--- config.mk ---
export PLATFORM = sky130hd
export DESIGN_NAME = onchip_memory_read_master
export DESIGN_NICKNAME = d
export VERILOG_FILES = /design/src/rtl/onchip_memory_read_master.sv
export SDC_FILE = /design/constraint.sdc
export NUM_CORES = 1
export LEC_CHECK = 0
export ABC_AREA = 1
export ABC_CLOCK_PERIOD_IN_PS = 4120
export CORE_AREA = 2 2 173 175
export CTS_CLUSTER_DIAMETER = 200
export DETAILED_ROUTE_END_ITERATION = 12
export DIE_AREA = 0 0 175 177
export GPL_TIMING_DRIVEN = 1
export HOLD_SLACK_MARGIN = 0.1
export PLACE_DENSITY_LB_ADDON = 0.08
export SYNTH_ARGS = -nofsm -noshare
export SYNTH_HDL_FRONTEND = slang
export SYNTH_SLANG_ARGS = --single-unit
export TNS_END_PERCENT = 30
--- constraint.sdc ---
create_clock -name clk -period 4.12 [get_ports clk]
set_input_delay 0.412 -clock clk [delete_from_list [all_inputs] [get_ports clk]]
set_output_delay 0.412 -clock clk [all_outputs]
set_load 0.01 [all_outputs]
--- src/rtl/onchip_memory_read_master.sv ---
// Avalon-MM pipelined read master: streams a block of 32-bit words from memory
// onto a ready/valid stream through a credit-limited read-data FIFO.
module onchip_memory_read_master #(
   parameter int ADDR_WIDTH = 14,
   parameter int LEN_WIDTH  = 13,
   parameter int FIFO_DEPTH = 8
) (
   input  logic                  clk,
   input  logic                  reset_n,
   input  logic                  start,
   input  logic [ADDR_WIDTH-1:0] base_addr,
   input  logic [LEN_WIDTH-1:0]  length,
   output logic                  busy,
   output logic                  done,
   output logic [ADDR_WIDTH-1:0] avm_address,
   output logic                  avm_read,
   output logic [3:0]            avm_byteenable,
   input  logic                  avm_waitrequest,
   input  logic [31:0]           avm_readdata,
   input  logic                  avm_readdatavalid,
   output logic [31:0]           st_data,
   output logic                  st_valid,
   input  logic                  st_ready,
   output logic                  st_last
);

   localparam int PTR_W = $clog2(FIFO_DEPTH);
   localparam int CNT_W = PTR_W + 1;
   localparam logic [CNT_W:0] DEPTH_C = (CNT_W + 1)'(FIFO_DEPTH);

   localparam logic [1:0] S_IDLE  = 2'd0;
   localparam logic [1:0] S_ISSUE = 2'd1;
   localparam logic [1:0] S_DRAIN = 2'd2;

   logic [1:0]            state;
   logic [ADDR_WIDTH-1:0] addr_q;
   logic [LEN_WIDTH-1:0]  remaining;
   logic [LEN_WIDTH-1:0]  delivered;
   logic [LEN_WIDTH-1:0]  len_q;
   logic [CNT_W-1:0]      outstanding;
   logic [CNT_W-1:0]      fifo_count;
   logic [PTR_W-1:0]      wr_ptr;
   logic [PTR_W-1:0]      rd_ptr;
   logic [31:0]           mem [FIFO_DEPTH];
   logic                  done_q;

   logic                  accept;
   logic                  push;
   logic                  pop;
   logic [CNT_W:0]        in_use;
   logic                  credit_ok;
   logic                  addr_lsb_unused;

   // Words in flight plus words buffered may never exceed the FIFO, so a
   // request is only issued when a slot is guaranteed for its data.
   assign in_use    = {1'b0, outstanding} + {1'b0, fifo_count};
   assign credit_ok = in_use < DEPTH_C;

   assign avm_read       = (state == S_ISSUE) && (remaining != '0) && credit_ok;
   assign avm_address    = addr_q;
   assign avm_byteenable = 4'hF;

   assign accept = avm_read & ~avm_waitrequest;
   assign push   = avm_readdatavalid & (outstanding != '0);
   assign pop    = st_valid & st_ready;

   assign st_valid = (fifo_count != '0);
   assign st_data  = st_valid ? mem[rd_ptr] : 32'h0;
   assign st_last  = st_valid & (delivered == (len_q - LEN_WIDTH'(1)));

   assign busy = (state != S_IDLE);
   assign done = done_q;

   assign addr_lsb_unused = ^base_addr[1:0];

   always_ff @(posedge clk) begin
      if (!reset_n) begin
         state       <= S_IDLE;
         addr_q      <= '0;
         remaining   <= '0;
         delivered   <= '0;
         len_q       <= '0;
         outstanding <= '0;
         fifo_count  <= '0;
         wr_ptr      <= '0;
         rd_ptr      <= '0;
         done_q      <= 1'b0;
      end else begin
         done_q <= 1'b0;

         case (state)
            S_IDLE: begin
               if (start) begin
                  if (length == '0) begin
                     done_q <= 1'b1;
                  end else begin
                     addr_q    <= {base_addr[ADDR_WIDTH-1:2], 2'b00};
                     remaining <= length;
                     len_q     <= length;
                     delivered <= '0;
                     state     <= S_ISSUE;
                  end
               end
            end
            S_ISSUE: begin
               if (accept && (remaining == LEN_WIDTH'(1))) state <= S_DRAIN;
            end
            S_DRAIN: begin
               if (pop && st_last) begin
                  state  <= S_IDLE;
                  done_q <= 1'b1;
               end
            end
            default: state <= S_IDLE;
         endcase

         if (accept) begin
            addr_q    <= addr_q + ADDR_WIDTH'(4);
            remaining <= remaining - LEN_WIDTH'(1);
         end

         if (pop) begin
            delivered <= delivered + LEN_WIDTH'(1);
            rd_ptr    <= rd_ptr + PTR_W'(1);
         end

         if (push) wr_ptr <= wr_ptr + PTR_W'(1);

         // A return and an acceptance in the same cycle cancel out.
         case ({accept, push})
            2'b10:   outstanding <= outstanding + CNT_W'(1);
            2'b01:   outstanding <= outstanding - CNT_W'(1);
            default: outstanding <= outstanding;
         endcase

         case ({push, pop})
            2'b10:   fifo_count <= fifo_count + CNT_W'(1);
            2'b01:   fifo_count <= fifo_count - CNT_W'(1);
            default: fifo_count <= fifo_count;
         endcase
      end
   end

   // NOTE: the data array has no reset; its contents are only visible while
   // fifo_count says a word is valid, and st_data is forced to 0 otherwise.
   always_ff @(posedge clk) begin
      if (push) mem[wr_ptr] <= avm_readdata;
   end

endmodule

* After elaboration in Yosys (flattened, before gate mapping)
Memories as Yosys holds them, arrays and structs flattened. A register that Yosys moved wholly into a read port is not among the register bits. Index checks and enable logic that the tools add are counted.
Word-level totals: flip-flop bits (word level) 70, latch bits 0, memory bits (writable) 256, memory bits (read-only) 0, input port bits 65, output and inout port bits 55, word-level logic and storage cells 91, memories 1
Cells by class: add/subtract/negate cells 11, multiply operators 0, divide/modulo/power cells 0, $lt $le $gt $ge 1, equal/unequal tests 14, shifts and indexed selects 0, mux-type cells 28, bitwise gates (word level) 6, reduce and logical (&&, ||, !) cells 20
Memories:
- mem | depth 8, bits a word 32, read ports 1, clocked after Yosys merged registers in 1, wr ports 1, line 44 | logic [31:0] mem [FIFO_DEPTH];
Operators by type and width (count):
- 13-bit 2-to-1 mux | 8
- 14-bit 2-to-1 mux | 4
- 32-bit 2-to-1 mux | 1
- 13-bit by 1-bit subtractor with 13-bit output (second input constant) | 2
- 4-bit case mux with 2 select lines | 2
- 14-bit by 3-bit adder with 14-bit output (second input constant) | 1
- 2-bit nonzero test | 7
- 13-bit by 1-bit adder with 13-bit output (second input constant) | 1
- 13-bit by 1-bit == test with 1-bit output (second input constant) | 1
- 13-bit == test | 1
- 13-bit zero test | 1
- 13-bit nonzero test | 1
- 2-bit inequality test (second input constant) | 5
- 3-bit AND reduction | 3
- 4-bit by 1-bit adder with 4-bit output (second input constant) | 2
- 2-bit 2-to-1 mux | 4
- 4-bit nonzero test | 2
- 4-bit by 1-bit subtractor with 4-bit output (second input constant) | 2
- 3-bit by 1-bit adder with 3-bit output (second input constant) | 2
- 2-bit by 1-bit == test with 1-bit output (second input constant) | 3
- 2-bit == test (second input constant) | 3
- 3-bit 2-to-1 mux | 2
- 2-bit case mux with 3 select lines | 1
- 4-bit by 4-bit adder with 5-bit output | 1
- other kinds (9) | 20

* Depth between registers and ports, before layout
depth after elaboration 7, gate-level depth with buffers 18

* Worst setup path after synthesis
No wires, ideal clock.
kind register -> register, from register outstanding[1], to memory mem[1][0] (enable), setup time 0.421 ns, data arrival time 2.446 ns, required time 3.699 ns, slack 1.253 ns, cell stages (with the launch flop) 9, path buffers 1, path through dfxtp_1 > inv_1 > nand4_1 > and2_1 > clkbuf_1 > inv_1 > nor2_1 > inv_1 > nor2_1
On the way: longest elaborated chain between the ends 4
Ends and longest elaborated chain:
- from (decl) | line 40 | logic [CNT_W-1:0] outstanding;
- from (signal assigned) | line 131 | 2'b10: outstanding <= outstanding + CNT_W'(1);
- from (signal assigned) | line 132 | 2'b01: outstanding <= outstanding - CNT_W'(1);
- from (signal assigned) | line 133 | default: outstanding <= outstanding;
- 4-bit nonzero test | line 64 | assign push = avm_readdatavalid & (outstanding != '0);
- 1-bit AND | line 64
- named net push | line 48 | logic push;
- 1-bit 2-to-1 mux | line 147 | if (push) mem[wr_ptr] <= avm_readdata;
- 1-bit 2-to-1 mux (not written as such) | line 147
- to (decl) | line 44
The timed path passes the listed nets, and every way through them passes these cells.

==> metrics.cfg <==
[setup_path]
cp.arrival_ns=3.04
r2r_slack_ns=1.23
cp.required_ns=3.71
criticalPathCategory=register to output pin
cp_common_cell=o21ai_0
rr_worst_depth=17
end_kind=output pin
startpoint_type=register
cp_num_buf_inv=2
crit_path_cell_trace=buf_4 -> o21ai_0 -> o22ai_1 -> o21ai_0 -> a31oi_1 -> clkdlybuf4s50_1
worst-path-max-fanout=57
r2r_start=fifo_count[1]
critPathSlowestCell=dfxtp_4
cp_top_family=buffers and inverters
reg2reg_to=outstanding[3]
cp_num_cells=6
slowest_delay_ns=0.77
setup.worst_path.end=st_data[19]

[timing]
rsz0062_at_grt=no
tns_ns=0
finalHoldViolations=0
clock_skew_ns=0.0105
setup_viol=0
fmax_mhz=290
relSlewSlack=0.549
drv_slew=0
worst_pin_slew_ns=0.676
period_minus_slack_ns=3.45
fin_crit_sh=0.838

[worst_hold_path]
hp-class=register to register
hold_depth=2
min_from=rd_ptr[2]

[detailed_routing]
wl_mm=33.0
num_vias=10300
vias_per_cell=5.36
ant_nets=0
drc=0
wl_per_cell_um=17.1
first_pass_iters=4
drt_iter0_drc=690

[power_and_ir_drop]
internal_power_mw=6.82
power.density_mw_per_mm2=604
p_leak_nw=6.01
clockPowerShare=0.290
vdd_ir_drop_max_mv=0.391
pwr-share-seq=0.400
switching_share=0.332
combPwrFrac=0.310
power_switching_mw=3.40

[yosys]
synthCells=1405
seq_area_frac_synth=0.638
ys.flop_type=edfxtp_1
ys_seq_elements=327
synthArstFlopShare=0
synth_edf_count=256
synth_top_area_frac=0.538
synth_area_mm2=0.0143
synth_largest_area_cell=edfxtp_1
synthTopCellsByArea=edfxtp_1, dfxtp_1, nor2_1, o21ai_0, nand2_1
synth_cell_type_count=47
ys_warn_count=0
syn_area_per_cell_um2=10.2

[clock_tree]
clkTransAtPathRegs_ns=0.06
clock-sinks=327
h-tree-depth=2
root_buffer=clkbuf_16
holdBufCountCts=0
cts_setup_buffers=0
cts_made_buffers=36
cts_tree=built
clkLatencyLatePin_ns=0.52
ctsResizeCount=0
cts_buffer_depth=3

[global_route]
top_usage_layer=met2
antenna_found_initial=1
grt_first_pass_wirelength_mm=52.1
grt-ovfl-total=0
grt.met3_usage=0.0369
grt_use_met1=0.297
grt_pass1_vias=9711
grt_start_max_net_pins=101
track_usage=0.215
use_met2=0.354

[floorplan]
die-width_um=175
die_y_um=177
dieArea_mm2=0.0310
start_util=0.488
core-area_mm2=0.0292
rows=63
num_io_pins=120

[placement]
dp_hpwl_mm=18.7
placed_area_mm2=0.0158
io_buffers=111
place.gp.congestion=0.850
dp.cells=1860

[finish]
area_delta_synth_final_pct=18.5
fin_area_mm2=0.0169
drive_gt1_frac=0.0704
layout.cells.non_filler=1924
nets=1591
utilization=0.579
antenna_cells=0

[job]
drv_cap=0

[outcome]
status=complete, no violations

stage by stage:
stage                     total power [mW]  setup slack [ns]  hold WS (ns)
after floorplan                       6.03              1.25         0.433
after global placement                7.29              1.20         0.447
after detailed placement              7.33              1.20         0.452
after CTS                             10.3             0.643         0.464
after global routing                  10.8             0.496         0.492
final                                 10.2             0.669         0.461
area by class of cell:
cell class                 instances  area, um^2
clock buffer                      46         973
clock inverter                    18         116
fill                            2499       12300
inverter                          91         347
multi-input combinational        919        4580
sequential                       327        9110
tap                              390         488
timing repair buffer             133        1310
registers in the layout (all words and copies together), names as in the netlist, named ones only:
| register | cells |
|---|---|
| mem | 256 |
| delivered | 13 |
| len_q | 13 |
| remaining | 13 |
| avm_address | 12 |
| fifo_count | 4 |
| outstanding | 4 |
| rd_ptr | 3 |
| wr_ptr | 3 |
| state | 2 |
| done | 1 |
cells by family after synthesis:
family	after synthesis	synth area share
XOR/XNOR	23	0.0141
AND/OR/NAND/NOR	535	0.158
other	2	0.000526
flip-flops	327	0.638
AO/OA/AOI/OAI	337	0.125
buffers and inverters	163	0.0472
adder cells (fa/ha/maj)	18	0.0168
synth_stat cells (3+ instances only):
cell type  instances
nor3_1             7
xor2_1            14
nand2_1          178
inv_1             83
buf_1              3
buf_4              7
nand3_1           46
o21ai_0          195
clkbuf_1          46
a21oi_1           61
o21ai_1            5
edfxtp_1         256
dfxtp_1           71
buf_2             14
nor2_1           271
xnor2_1            9
o22ai_1           32
a31oi_1           38
ha_1              16
inv_2              3
clkinv_1           3
nand4_1           11
per-layer routing:
layer	wire (um)	vias up	part of all wire
li1	-	5090	-
met1	15300	4948	0.46
met2	15500	218	0.47
met3	1580	54	0.048
met4	597	2	0.018
met5	12	-	0.00036
worst min path at each step:
stage	end	slack (ns)
final	register	0.46
after global routing	remaining[4]	0.49
after CTS	register	0.46
after detailed placement	register	0.45
after global placement	rd_ptr[2]	0.45
after floorplan	register	0.43
power groups by stage:
stage	clock, mW	sequential, mW	combinational [mW]
6_report	2.97	4.08	3.17
5_1_grt	3.15	4.12	3.56
4_1_cts	3.02	4.09	3.19
3_5_place_dp	0	4.15	3.17
3_3_place_gp	0	4.15	3.14
2_1_floorplan	0	4.08	1.95
placed cells by master, fill, tap and decap left out, drive strengths merged, types with 2 or more instances in the layout:
cell / count
xor2: 14
and2: 2
buf: 22
fa: 2
nor4: 4
nor2: 272
nand2: 180
nor3: 9
nand4: 12
clkinv: 18
o21ai: 200
o22ai: 32
edfxtp: 256
a21oi: 61
o211ai: 2
xnor2: 9
a211oi: 2
clkdlybuf4s50: 111
nand3: 49
a31oi: 38
inv: 90
or2: 2
conb: 6
clkbuf: 46
dfxtp: 71
ha: 16
nand3b: 3
worst reg2reg max path, cell delays in order, from the launching register on:
cell      delay, ns
dfxtp_1        0.40
ha_1           0.26
nand2_1        0.06
nor2_1         0.03
o21ai_0        0.22
nand3_1        0.10
inv_1          0.12
nand3_4        0.21
ha_1           0.30
ha_1           0.33
nand2_1        0.08
nor2_1         0.04
a211oi_1       0.23
nor2_1         0.07
nor2_1         0.08
nand2_1        0.07
o21ai_0        0.14
a21oi_1        0.05
Power figures use the tool's default switching activity.
